**src/rtl/draw_scheduler_if.sv**
```systemverilog
// Bundle between the VGA draw scheduler and its N drawers.
// The scheduler takes the slave modport; the drawers/plot sink side takes master.
interface draw_scheduler_if #(
    parameter int unsigned N = 4
);
    localparam int unsigned GW = (N > 1) ? $clog2(N) : 1;

    logic [N-1:0]   req;
    logic [N-1:0]   done;
    logic [8*N-1:0] x_in;
    logic [7*N-1:0] y_in;
    logic [9*N-1:0] colour_in;

    logic [N-1:0]   go;
    logic [7:0]     x;
    logic [6:0]     y;
    logic [8:0]     colour;
    logic           plot;
    logic           busy;
    logic [GW-1:0]  grant_id;
    logic           frame_done;
    logic           timeout;

    modport master (
        output req, done, x_in, y_in, colour_in,
        input  go, x, y, colour, plot, busy, grant_id, frame_done, timeout
    );

    modport slave (
        input  req, done, x_in, y_in, colour_in,
        output go, x, y, colour, plot, busy, grant_id, frame_done, timeout
    );
endinterface

```
**src/rtl/draw_scheduler.sv**
```systemverilog
// Round-robin arbiter sharing one VGA plot port between N drawers.
// Each drawer is held in reset (go=0) until granted, then muxed onto x/y/colour.
module draw_scheduler #(
    parameter int unsigned N          = 4,
    parameter int unsigned PLOT_DELAY = 2,
    parameter int unsigned MAX_CYCLES = 8192
) (
    input  logic            clk,
    input  logic            reset,
    draw_scheduler_if.slave bus
);
    localparam int unsigned GW  = (N > 1) ? $clog2(N) : 1;
    localparam int unsigned WDW = (MAX_CYCLES > 1) ? $clog2(MAX_CYCLES) : 1;
    localparam int unsigned DW  = (PLOT_DELAY > 1) ? $clog2(PLOT_DELAY) : 1;

    typedef enum logic [2:0] {
        S_IDLE, S_ARM, S_WARM, S_DRAW, S_RELEASE
    } state_t;

    state_t           r_state, w_next;
    logic [N-1:0]     r_pending, r_go;
    logic [GW-1:0]    r_rr_ptr, r_grant, w_winner;
    logic [WDW-1:0]   r_wd;
    logic [DW-1:0]    r_warm;
    logic             r_plot, r_busy, r_frame_done, r_timeout;
    logic             w_fin_ok, w_fin_to, w_found, w_done_g, w_wd_hit;
    logic [2*N-1:0]   w_rot;
    logic [N-1:0]     w_onehot, w_clear;
    logic [7:0]       w_x;
    logic [6:0]       w_y;
    logic [8:0]       w_c;

    // First pending drawer at or after rr_ptr, wrapping mod N
    always_comb begin
        int unsigned idx;
        idx      = 0;
        w_winner = r_rr_ptr;
        w_found  = 1'b0;
        w_rot    = {r_pending, r_pending} >> r_rr_ptr;
        for (int unsigned k = 0; k < N; k++) begin
            if (!w_found && w_rot[k]) begin
                idx = 32'(r_rr_ptr) + k;
                if (idx >= N) idx = idx - N;
                w_winner = GW'(idx);
                w_found  = 1'b1;
            end
        end
    end

    // Select the granted drawer's pixel and done flag
    always_comb begin
        w_done_g = 1'b0;
        w_x      = '0;
        w_y      = '0;
        w_c      = '0;
        for (int unsigned k = 0; k < N; k++) begin
            if (r_grant == GW'(k)) begin
                w_done_g = bus.done[k];
                w_x      = bus.x_in[8*k +: 8];
                w_y      = bus.y_in[7*k +: 7];
                w_c      = bus.colour_in[9*k +: 9];
            end
        end
    end

    assign w_onehot = N'(1) << r_grant;
    assign w_clear  = (r_state == S_ARM) ? w_onehot : '0;
    assign w_wd_hit = (r_wd == WDW'(MAX_CYCLES - 1));

    always_comb begin
        w_next   = r_state;
        w_fin_ok = 1'b0;
        w_fin_to = 1'b0;
        case (r_state)
            S_IDLE:    if (|r_pending) w_next = S_ARM;
            S_ARM:     w_next = S_WARM;
            S_WARM: begin
                if (w_wd_hit) begin
                    w_next   = S_RELEASE;
                    w_fin_to = 1'b1;
                end else if (r_warm == DW'(PLOT_DELAY - 1)) begin
                    w_next = S_DRAW;
                end
            end
            S_DRAW: begin
                // done on the last pixel wins over a coincident watchdog expiry
                if (w_done_g) begin
                    w_next   = S_RELEASE;
                    w_fin_ok = 1'b1;
                end else if (w_wd_hit) begin
                    w_next   = S_RELEASE;
                    w_fin_to = 1'b1;
                end
            end
            S_RELEASE: w_next = S_IDLE;
            default:   w_next = S_IDLE;
        endcase
    end

    always_ff @(posedge clk or posedge reset) begin
        if (reset) begin
            r_state      <= S_IDLE;
            r_pending    <= '0;
            r_rr_ptr     <= '0;
            r_grant      <= '0;
            r_wd         <= '0;
            r_warm       <= '0;
            r_go         <= '0;
            r_plot       <= 1'b0;
            r_busy       <= 1'b0;
            r_frame_done <= 1'b0;
            r_timeout    <= 1'b0;
        end else begin
            r_state   <= w_next;
            r_pending <= (r_pending & ~w_clear) | bus.req;
            if (r_state == S_IDLE && w_next == S_ARM) r_grant <= w_winner;
            if (r_state == S_RELEASE)
                r_rr_ptr <= (r_grant == GW'(N - 1)) ? '0 : r_grant + GW'(1);
            if (r_state == S_ARM)
                r_wd <= '0;
            else if (r_state == S_WARM || r_state == S_DRAW)
                r_wd <= r_wd + WDW'(1);
            if (r_state == S_ARM)       r_warm <= '0;
            else if (r_state == S_WARM) r_warm <= r_warm + DW'(1);
            // Outputs follow the state being entered, so they align with it
            r_go         <= (w_next == S_WARM || w_next == S_DRAW) ? w_onehot : '0;
            r_plot       <= (w_next == S_DRAW);
            r_busy       <= (w_next != S_IDLE);
            r_frame_done <= w_fin_ok;
            r_timeout    <= w_fin_to;
        end
    end

    assign bus.go         = r_go;
    assign bus.plot       = r_plot;
    assign bus.busy       = r_busy;
    assign bus.grant_id   = r_grant;
    assign bus.frame_done = r_frame_done;
    assign bus.timeout    = r_timeout;
    assign bus.x          = r_plot ? w_x : '0;
    assign bus.y          = r_plot ? w_y : '0;
    assign bus.colour     = r_plot ? w_c : '0;
endmodule
```
**src/flat_wrapper.sv**
```systemverilog
// flat-port wrapper written by rule: the top's interface ports become plain ports
module draw_scheduler_flat 
#(
    parameter int unsigned N          = 4,
    parameter int unsigned PLOT_DELAY = 2,
    parameter int unsigned MAX_CYCLES = 8192
)
  (clk, reset, bus_req, bus_done, bus_x_in, bus_y_in, bus_colour_in, bus_go, bus_x, bus_y, bus_colour, bus_plot, bus_busy, bus_grant_id, bus_frame_done, bus_timeout);
  draw_scheduler_if #(.N(N)) bus_i ();
  input  logic clk;
  input  logic reset;
  input wire logic [$bits(bus_i.req)-1:0] bus_req;
  input wire logic [$bits(bus_i.done)-1:0] bus_done;
  input wire logic [$bits(bus_i.x_in)-1:0] bus_x_in;
  input wire logic [$bits(bus_i.y_in)-1:0] bus_y_in;
  input wire logic [$bits(bus_i.colour_in)-1:0] bus_colour_in;
  output wire logic [$bits(bus_i.go)-1:0] bus_go;
  output wire logic [$bits(bus_i.x)-1:0] bus_x;
  output wire logic [$bits(bus_i.y)-1:0] bus_y;
  output wire logic [$bits(bus_i.colour)-1:0] bus_colour;
  output wire logic [$bits(bus_i.plot)-1:0] bus_plot;
  output wire logic [$bits(bus_i.busy)-1:0] bus_busy;
  output wire logic [$bits(bus_i.grant_id)-1:0] bus_grant_id;
  output wire logic [$bits(bus_i.frame_done)-1:0] bus_frame_done;
  output wire logic [$bits(bus_i.timeout)-1:0] bus_timeout;
  assign bus_i.req = bus_req;
  assign bus_i.done = bus_done;
  assign bus_i.x_in = bus_x_in;
  assign bus_i.y_in = bus_y_in;
  assign bus_i.colour_in = bus_colour_in;
  assign bus_go = bus_i.go;
  assign bus_x = bus_i.x;
  assign bus_y = bus_i.y;
  assign bus_colour = bus_i.colour;
  assign bus_plot = bus_i.plot;
  assign bus_busy = bus_i.busy;
  assign bus_grant_id = bus_i.grant_id;
  assign bus_frame_done = bus_i.frame_done;
  assign bus_timeout = bus_i.timeout;
  draw_scheduler #(.N(N), .PLOT_DELAY(PLOT_DELAY), .MAX_CYCLES(MAX_CYCLES)) u_core (.clk(clk), .reset(reset), .bus(bus_i));
endmodule
```
**config.mk**
```make
export PLATFORM = sky130hd
export DESIGN_NAME = draw_scheduler_flat
export DESIGN_NICKNAME = d
export VERILOG_FILES = /design/src/rtl/draw_scheduler_if.sv /design/src/rtl/draw_scheduler.sv /design/src/flat_wrapper.sv
export SDC_FILE = /design/constraint.sdc
export NUM_CORES = 1
export LEC_CHECK = 0
export BUFFER_PORTS_ARGS = -buffer_cell sky130_fd_sc_hd__buf_4
export CORE_MARGIN = 5
export CORE_UTILIZATION = 44
export DETAILED_ROUTE_END_ITERATION = 10
export PLACE_DENSITY = 0.81
export SETUP_SLACK_MARGIN = 0.3
export SYNTH_ARGS = -nofsm -noshare
export SYNTH_HDL_FRONTEND = slang
export SYNTH_SLANG_ARGS = --single-unit
export TNS_END_PERCENT = 30
```
**constraint.sdc**
```tcl
create_clock -name clk -period 2.3 [get_ports clk]
set_clock_uncertainty 0.15 [all_clocks]
set_input_delay 0.345 -clock clk [delete_from_list [all_inputs] [get_ports clk]]
set_output_delay 0.345 -clock clk [all_outputs]
set_load 0.005 [all_outputs]
```
==> impl_results.md, run 1 <==
* Violated checks: setup timing
* Die Footprint at 7030 um2
* WP data arrival at 1.90 ns
* Die X at 83.8 um
* CORE AREA at 5200 um2
* Initial core utilization at 0.461
* Die H at 83.8 um
* Clock Tree Root: clkbuf_8
* RD Place Congestion at 0.886
* CTS clk-pin slew, worst paths at 0.07 ns
* RSZ-0062 raised after global routing: yes
* Post-synthesis average cell area at 8.60 um2
* Status: finished with violations
* PortBufs at 139
* Overflow after GRT at 0
* H-tree depth at 2
* Pin count of the biggest net entering global routing at 40
* Final hold vios at 0
* Row cnt at 26
* Main flop type after synthesis: dfrtp_1
* Data required, critical path at 1.80 ns
* Setup violations, final at 24
* CP Launch Type: register
* Final WS setup at -0.0901 ns
* Hold Path Class: input pin to asynchronous set/reset pin
* Total CTS buffers at 5
* Seq cells post-synth at 33
* Mapped Area at 2400 um2
* Remaining DRCs at 0
* Pwr dens at 1090 nW/um2
* Setup Crit Path Kind: register to primary output
* Most frequent cells in the layout: buf_4, nand2_1, dfrtp_1
* Post-synth net total at 390
* Post-place setup slack at 0.0319 ns
* Met2 GRT Util at 0.437
* Antenna cells at 0
* Clock buffer depth at 2
* Worst Max-Slew Pin Slew at 0.461 ns
* Met1 usage at 0.312
* Clock period minus worst slack at 2.39 ns
* Total number of yosys warnings at 0
* Via density at 5.74
* Pwr Total at 4.26 mW
* GRT Resource Usage Total at 0.258
* Area growth, synth to finish at 62.8%
* Number of global-route vias before repair at 2,860
* Slew HR at 0.693
* GRT met3 Usage at 0.0780
* Async SR Flop Fraction at 1.00
* Wire length per cell at 19.2 um
* Vias at 2,824
* Busiest grt layer: met2
* Skew-Pair Late Insertion Delay at 0.29 ns
* First-pass GRT wire length at 14,600 um
* Netlist cell types at 52
* Iter 0 DRT Violations at 202
* Mapped Cells at 279
* Proportion of layout cells with a drive suffix above 1 at 0.495
* Number of flops mapped to enable cells by yosys at 0
* CP Capture Type: primary output
* Tcrit/Tclk final at 1.04
* Final wirelength at 9450 um
* Max IR drop VDD at 882 uV
* R2R depth at 7
* Io pins at 140
* Nets at 532
* Initial antenna violation count at 0
* Worst Path Max Fanout at 6
* DR pass1 iterations at 4
* Fin. max-slew vios at 0
* CTS tree: yes
* Commonest non-fill, non-tap cell in the layout: buf_4
* Clock sink count at 33
* MaxCap Viol Count at 0
* Fmax achieved at 0.418 GHz
* Detail Placement HPWL at 6740 um
* Post-synthesis sequential area ratio at 0.344
* ANT nets after route at 0
* Lkg Pwr at 1.85 nW
registers in the layout (all words and copies together), names as in the netlist:
signal and flops:
u_core.bus.busy 1, u_core.bus.frame_done 1, u_core.bus.go 4, u_core.bus.grant_id 2, u_core.bus.plot 1, u_core.bus.timeout 1, u_core.r_pending 4, u_core.r_rr_ptr 2
u_core.r_state 3, u_core.r_warm 1, u_core.r_wd 13
kinds of logic (layout without fill, tap and decap cells):
logic type,after synthesis,count (layout),synth area share
fa+ha+maj,5,5,0.0261
mux,10,10,0.0454
buf+inv,32,175,0.0626
flops,33,33,0.344
compound gates,114,114,0.343
simple gates,85,85,0.179
area by class of cell:
| class | instances | area, um2 |
|---|---|---|
| clock buffer | 6 | 72.6 |
| clock inverter | 2 | 10.0 |
| fill | 390 | 1300 |
| inverter | 7 | 26.3 |
| multi-input combinational | 214 | 1550 |
| sequential | 33 | 827 |
| tap | 70 | 87.6 |
| timing repair buffer | 160 | 1330 |
critical path: stages, from the launching register on:
cell and delay [ns]:
dfrtp_2 0.44, buf_6 0.13, ha_4 0.16, nor2b_4 0.13, buf_6 0.14, clkbuf_16 0.15, a22oi_2 0.06, o21ai_1 0.14
a22o_1 0.15, buf_4 0.11
Yosys cell counts (all sizes together), types with 3 or more instances:
master	number	area (um2)
and3	3	18.8
and2	4	25.0
nand3	3	15.0
nand2b	3	21.3
a21o	5	38.8
o22ai	4	25.0
nor2	9	33.8
mux2	7	78.8
buf	12	63.8
nor2b	4	25.0
mux2i	3	30.0
nor4	3	25.0
a22oi	24	180
inv	7	26.3
nand2	41	154
a22o	29	255
o21ai	26	130
ha	5	62.6
nand4	4	25.0
clkbuf	13	60.1
a21oi	10	50.1
a211oi	4	40.0
dfrtp	33	826
or2	3	21.3
metrics by stage:
step                TNS, ns   util  instance area, um2  std cells  hold slack [ns]
finish                -1.31  0.750                3910        492          0.00215
global route          -3.42  0.750                3910        492           0.0349
CTS                  -0.919  0.731                3800        490           0.0105
detailed placement        0  0.673                3500        472            0.314
global placement          0  0.673                3500        472            0.314
floorplan                 0      -                2400        279            0.287
where the power goes:
group          internal (mW)  switching [mW]  total [mW]  leakage (nW)
combinational           1.54            1.35        2.89          1.39
sequential             0.746           0.207       0.953         0.414
clock                  0.209           0.205       0.415        0.0450
repair_timing:
item	in CTS	in global routing
hold buffers	0	0
pin swaps	7	13
resized for setup	49	13
gates cloned	4	2
endpoints found under the setup margin	33	33
setup buffers	6	0
endpoints found under the hold margin	0	0
per-layer routing:
layer  routed length [um]  share of wire
met1                 3750           0.40
met2                 4830           0.51
met3                  692          0.073
met4                  183          0.019
met5                    0              0
worst paths after layout:
kind	startpoint	end	slack, ns
setup / recovery	u_core.bus.grant_id[0]$_DFFE_PP0P_	bus_colour[7]	-0.09
hold / removal	reset	u_core.bus.go[1]$_DFF_PP0_	0.002
setup reg to reg	u_core.bus.grant_id[0]$_DFFE_PP0P_	u_core.bus.go[2]$_DFF_PP0_	0.24
hold reg to reg	u_core.r_wd[8]$_DFFE_PP0P_	u_core.r_wd[8]$_DFFE_PP0P_	0.36
max in group asynchronous	reset	u_core.bus.grant_id[0]$_DFFE_PP0P_	1.68
min in group clk	bus_req[0]	u_core.r_pending[0]$_DFF_PP0_	0.09
Note: power is estimated with default switching activity, not from simulation.
==> run 2: changes to the inputs <==
--- a/config.mk
+++ b/config.mk
@@ -8,6 +8,7 @@
 export BUFFER_PORTS_ARGS = -buffer_cell sky130_fd_sc_hd__buf_4
 export CORE_MARGIN = 5
 export CORE_UTILIZATION = 44
+export CTS_CLUSTER_DIAMETER = 120
 export DETAILED_ROUTE_END_ITERATION = 10
 export PLACE_DENSITY = 0.81
 export SETUP_SLACK_MARGIN = 0.3
==> constraint.sdc (replaced) <==
create_clock -name clk -period 2.3 [get_ports clk]
set_clock_uncertainty 0.15 [all_clocks]
set_input_delay 0.345 -clock clk [delete_from_list [all_inputs] [get_ports clk]]
set_output_delay 0.345 -clock clk [all_outputs]
set_load 0.02 [all_outputs]
==> impl_results.md, run 2 (synthesized netlist as in run 1, its figures left out) <==
* Pwr Total at 5.13 mW
* Io pins at 140
* Hold Path Class: input pin to register
* Detail Placement HPWL at 6930 um
* Fmax achieved at 0.407 GHz
* MaxCap Viol Count at 0
* Antenna cells at 0
* Wire length per cell at 21.8 um
* Area growth, synth to finish at 78.8%
* PortBufs at 139
* Top reg by flops: u_core.r_wd
* Remaining DRCs at 0
* Status: finished with violations
* Dpl cell area at 3740 um2
* H-tree depth at 2
* Max IR drop VDD at 801 uV
* Design area at 4290 um2
* Initial core utilization at 0.461
* Row cnt at 26
* Pwr dens at 1200 nW/um2
* Post-place setup slack at 0.0699 ns
* Pin count of the biggest net entering global routing at 35
* Clock period minus worst slack at 2.46 ns
* Commonest non-fill, non-tap cell in the layout: buf_4
* CORE AREA at 5200 um2
* CTS tree: yes
* R2R depth at 8
* Layout fillers at 302
* Die H at 83.8 um
* Clock buffer depth at 2
* Worst Path Max Fanout at 6
* Vias at 2,959
* GRT Resource Usage Total at 0.280
* ANT nets after route at 0
* Tcrit/Tclk final at 1.07
* Setup Crit Path Kind: register to primary output
* First-pass GRT wire length at 16,000 um
* RD Place Congestion at 0.877
* Total CTS buffers at 5
* RSZ-0062 raised after global routing: yes
* Slew HR at 0.682
* WP data arrival at 1.96 ns
* Number of global-route vias before repair at 3,098
* CP Launch Type: register
* Clock sink count at 33
* Most frequent cells in the layout: buf_4, nand2_1, dfrtp_1
* CTS clk-pin slew, worst paths at 0.06 ns
* Final hold vios at 0
* Violated checks: setup timing
* Skew-Pair Late Insertion Delay at 0.28 ns
* Initial antenna violation count at 0
* Final WS setup at -0.157 ns
* Proportion of layout cells with a drive suffix above 1 at 0.593
* Data required, critical path at 1.80 ns
* Fin. max-slew vios at 0
* FF+latch area at 828 um2
* Lkg Pwr at 2.00 nW
* Die Footprint at 7030 um2
* CP Capture Type: primary output
* Worst Max-Slew Pin Slew at 0.477 ns
* Max reg flops at 13
* Die X at 83.8 um
* Overflow after GRT at 0
* Final wirelength at 10,800 um
* Clock Tree Root: clkbuf_8
* DR pass1 iterations at 6
* Iter 0 DRT Violations at 260
* Via density at 5.98
* Nets at 535
* Hold Crit Depth at 2
* Setup violations, final at 24
* Area of the multi-input gates at 1830 um2
==> run 2: changes by cell type in the layout (fill, tap and decap cells not counted), moves of 11 or more <==
cell     delta
a22o_1     -19
a22o_4     +19
a22oi_1    -11
a22oi_2    +11
buf_4      -19
buf_6      +21
o21ai_1    -12
o21ai_2    +12
==> run 2: critical path: stages, from the launching register on <==
cell	delay, ns
dfrtp_2	0.41
inv_2	0.07
ha_4	0.15
nor2b_4	0.13
buf_12	0.14
buf_12	0.14
a22oi_2	0.20
o21ai_2	0.10
a21o_1	0.19
buf_4	0.15
==> run 2: where the power goes <==
part | switching, mW | internal [mW] | total [mW]
Combinational | 1.90 | 1.86 | 3.75
Clock | 0.199 | 0.215 | 0.414
Sequential | 0.217 | 0.747 | 0.964
==> run 2: final timing paths <==
check / from / end / slack (ns)
min in group asynchronous: reset / u_core.bus.go[1]$_DFF_PP0_ / 0.41
max in group asynchronous: reset / u_core.bus.grant_id[1]$_DFFE_PP0P_ / 0.94
hold / removal: bus_req[0] / u_core.r_pending[0]$_DFF_PP0_ / 0.09
setup / recovery: u_core.bus.grant_id[0]$_DFFE_PP0P_ / bus_x[6] / -0.16
setup reg to reg: u_core.bus.grant_id[0]$_DFFE_PP0P_ / u_core.r_state[0]$_DFF_PP0_ / 0.22
hold reg to reg: u_core.r_wd[8]$_DFFE_PP0P_ / u_core.r_wd[8]$_DFFE_PP0P_ / 0.36
==> run 2: final cells by class <==
| type | count | area share |
|---|---|---|
| clock buffers | 8 | 0.0187 |
| inverters | 7 | 0.00671 |
| multi-input cells | 214 | 0.426 |
| flip-flops and latches | 33 | 0.193 |
| well taps | 70 | 0.0204 |
| repair buffers | 163 | 0.335 |
==> run 2: stage by stage <==
step / TNS, ns / util / instances / hold slack (ns)
after global routing: -2.94 / 0.824 / 495 / 0.0853
after global placement: 0 / 0.719 / 474 / 0.137
after CTS: -1.48 / 0.806 / 493 / 0.0814
after detailed placement: 0 / 0.719 / 474 / 0.137
final: -1.64 / 0.824 / 495 / 0.0870
after floorplan: 0 / - / 279 / 0.287
==> run 2: routing by layer <==
| layer | global-route usage | up-vias | wire (um) |
|---|---|---|---|
| met5 | 0 | - | 0 |
| met4 | 0.107 | 0 | 389 |
| met1 | 0.324 | 1436 | 3970 |
| met3 | 0.0602 | 34 | 674 |
| met2 | 0.499 | 145 | 5780 |
| li1 | - | 1344 | - |
==> run 2: what timing repair did <==
action | 4_1_cts | 5_1_grt
pin swaps | 57 | 23
resized for setup | 57 | 19
hold buffers | 1 | 0
setup buffers | 7 | 2
cloned | 3 | 0
hold endpoints to repair | 6 | 0
endpoints found under the setup margin | 30 | 32
==> run 3: changes to the inputs <==
--- a/config.mk
+++ b/config.mk
@@ -10,6 +10,8 @@
 export CORE_UTILIZATION = 44
 export CTS_CLUSTER_DIAMETER = 120
 export DETAILED_ROUTE_END_ITERATION = 10
+export GPL_TIMING_DRIVEN = 0
+export HOLD_SLACK_MARGIN = 0.02
 export PLACE_DENSITY = 0.81
 export SETUP_SLACK_MARGIN = 0.3
 export SYNTH_ARGS = -nofsm -noshare
==> impl_results.md, run 3 (synthesized netlist as in run 1, its figures left out) <==
* Status: finished with violations
* Violated checks: setup timing
* CP startpoint: u_core.bus.grant_id[0]$_DFFE_PP0P_
* Io pins at 140
* Worst Path Max Fanout at 6
* Data required, critical path at 1.80 ns
* Hold endpoint: u_core.r_pending[0]$_DFF_PP0_
* Fin. max-slew vios at 0
* DR pass1 iterations at 5
* CTS clk-pin slew, worst paths at 0.08 ns
* Dpl cells at 488
* Most frequent cells in the layout: buf_4, nand2_1, dfrtp_1
* Hold Crit Depth at 2
* Slew HR at 0.611
* Total CTS buffers at 5
* Via density at 6.29
* Clock period minus worst slack at 2.58 ns
* Die Footprint at 7030 um2
* Nets at 562
* GRT Resource Usage Total at 0.286
* Tcrit/Tclk final at 1.12
* R2R depth at 8
* Setup Crit Path Kind: register to primary output
* Psw at 2.56 mW
* WP data arrival at 2.08 ns
* Number of global-route vias before repair at 3,074
* Wire length per cell at 24.7 um
* First-pass GRT wire length at 16,100 um
* Area growth, synth to finish at 93.7%
* Pwr Total at 5.73 mW
* RSZ-0062 raised after global routing: yes
* P_int at 3.17 mW
* Die X at 83.8 um
* Clock sink count at 33
* Vias at 3,276
* Detail Placement HPWL at 7170 um
* Lkg Pwr at 2.17 nW
* PortBufs at 139
* Remaining DRCs at 0
* MaxCap Viol Count at 0
* CORE AREA at 5200 um2
* Clock Tree Root: clkbuf_8
* Fmax achieved at 0.388 GHz
* Final hold vios at 0
* Proportion of layout cells with a drive suffix above 1 at 0.623
* ANT nets after route at 0
* Layout fillers at 238
* Iter 0 DRT Violations at 254
* Row cnt at 26
* Max reg flops at 13
* Initial core utilization at 0.461
* Max IR drop VDD at 954 uV
* CP Launch Type: register
* RD Place Congestion at 0.871
* FF+latch area at 828 um2
* Clock Power Share at 0.081
* Pin count of the biggest net entering global routing at 34
* Comb pwr share at 0.760
* Commonest non-fill, non-tap cell in the layout: buf_4
* Overflow after GRT at 0
* Hold Path Class: input pin to register
* Die H at 83.8 um
* CP Capture Type: primary output
* Min-delay src: bus_req[0]
* Worst Max-Slew Pin Slew at 0.583 ns
* Non-filler cells, final at 521
* Final wirelength at 12,900 um
* Antenna cells at 0
* Area of the multi-input gates at 1820 um2
* CTS tree: yes
* Clock buffer depth at 2
* R2r endpoint: u_core.bus.go[1]$_DFF_PP0_
* Skew-Pair Late Insertion Delay at 0.29 ns
* Top reg by flops: u_core.r_wd
* Sw frac at 0.447
* Initial antenna violation count at 0
* Final WS setup at -0.278 ns
* Seq pwr share at 0.160
* R2r startpoint: u_core.bus.grant_id[1]$_DFFE_PP0P_
* H-tree depth at 2
* Reg2Reg Setup Slack at 0.04 ns
* Pwr dens at 1230 nW/um2
* Setup violations, final at 24
==> run 3: what timing repair did <==
action / 4_1_cts / 5_1_grt
gates cloned: 2 / 2
hold endpoints to repair: 0 / 12
hold buffers: 0 / 1
pin swaps: 31 / 27
resized for setup: 73 / 53
setup buffers: 10 / 10
endpoints found under the setup margin: 30 / 34
==> run 3: how the worst max path moves through the flow <==
stage                          to
floorplan           bus_colour[4]
global placement         bus_y[1]
detailed placement       bus_y[0]
CTS                      bus_y[3]
global route             bus_x[5]
finish                   bus_x[6]
==> run 3: per-layer routing <==
| layer | vias up | global-route usage | part of all wire |
|---|---|---|---|
| met3 | 60 | 0.0612 | 0.078 |
| li1 | 1401 | - | - |
| met4 | 0 | 0.115 | 0.044 |
| met2 | 248 | 0.500 | 0.53 |
| met5 | - | 0 | 0 |
| met1 | 1567 | 0.338 | 0.35 |
==> run 3: critical path, cell delays in order (launching register included) <==
cell,delay [ns]
dfrtp_2,0.45
buf_12,0.14
ha_4,0.17
nor2b_4,0.13
buf_8,0.16
clkbuf_16,0.16
a22oi_2,0.06
o21ai_1,0.21
a21o_1,0.18
buf_6,0.13
==> run 3: final cells by class <==
| cell class | instances | share of cell area |
|---|---|---|
| Tap cell | 70 | 0.0189 |
| Timing Repair Buffer | 165 | 0.311 |
| Sequential cell | 33 | 0.178 |
| Clock buffer | 7 | 0.0186 |
| Inverter | 7 | 0.00619 |
| Buffer | 25 | 0.0749 |
| Multi-Input combinational cell | 214 | 0.392 |
==> run 3: stage by stage <==
step | utilization | setup TNS (ns) | hold WS, ns | instance area [um2] | setup WS, ns
floorplan | - | 0 | 0.287 | 2660 | 0.260
global placement | 0.729 | 0 | 0.332 | 3790 | 0.0116
finish | 0.893 | -4.44 | 0.0928 | 4650 | -0.278
CTS | 0.827 | -3.19 | 0.0735 | 4300 | -0.171
global route | 0.893 | -5.20 | 0.0975 | 4650 | -0.303
detailed placement | 0.729 | -0.0105 | 0.344 | 3790 | -0.0105
==> run 3: power groups by stage <==
stage	sequential, mW	clock [mW]	combinational [mW]
floorplan	0.946	0	1.96
finish	0.915	0.464	4.35
CTS	0.895	0.454	3.60
global route	0.927	0.483	4.54
global placement	0.896	0	2.86
detailed placement	0.903	0	2.92
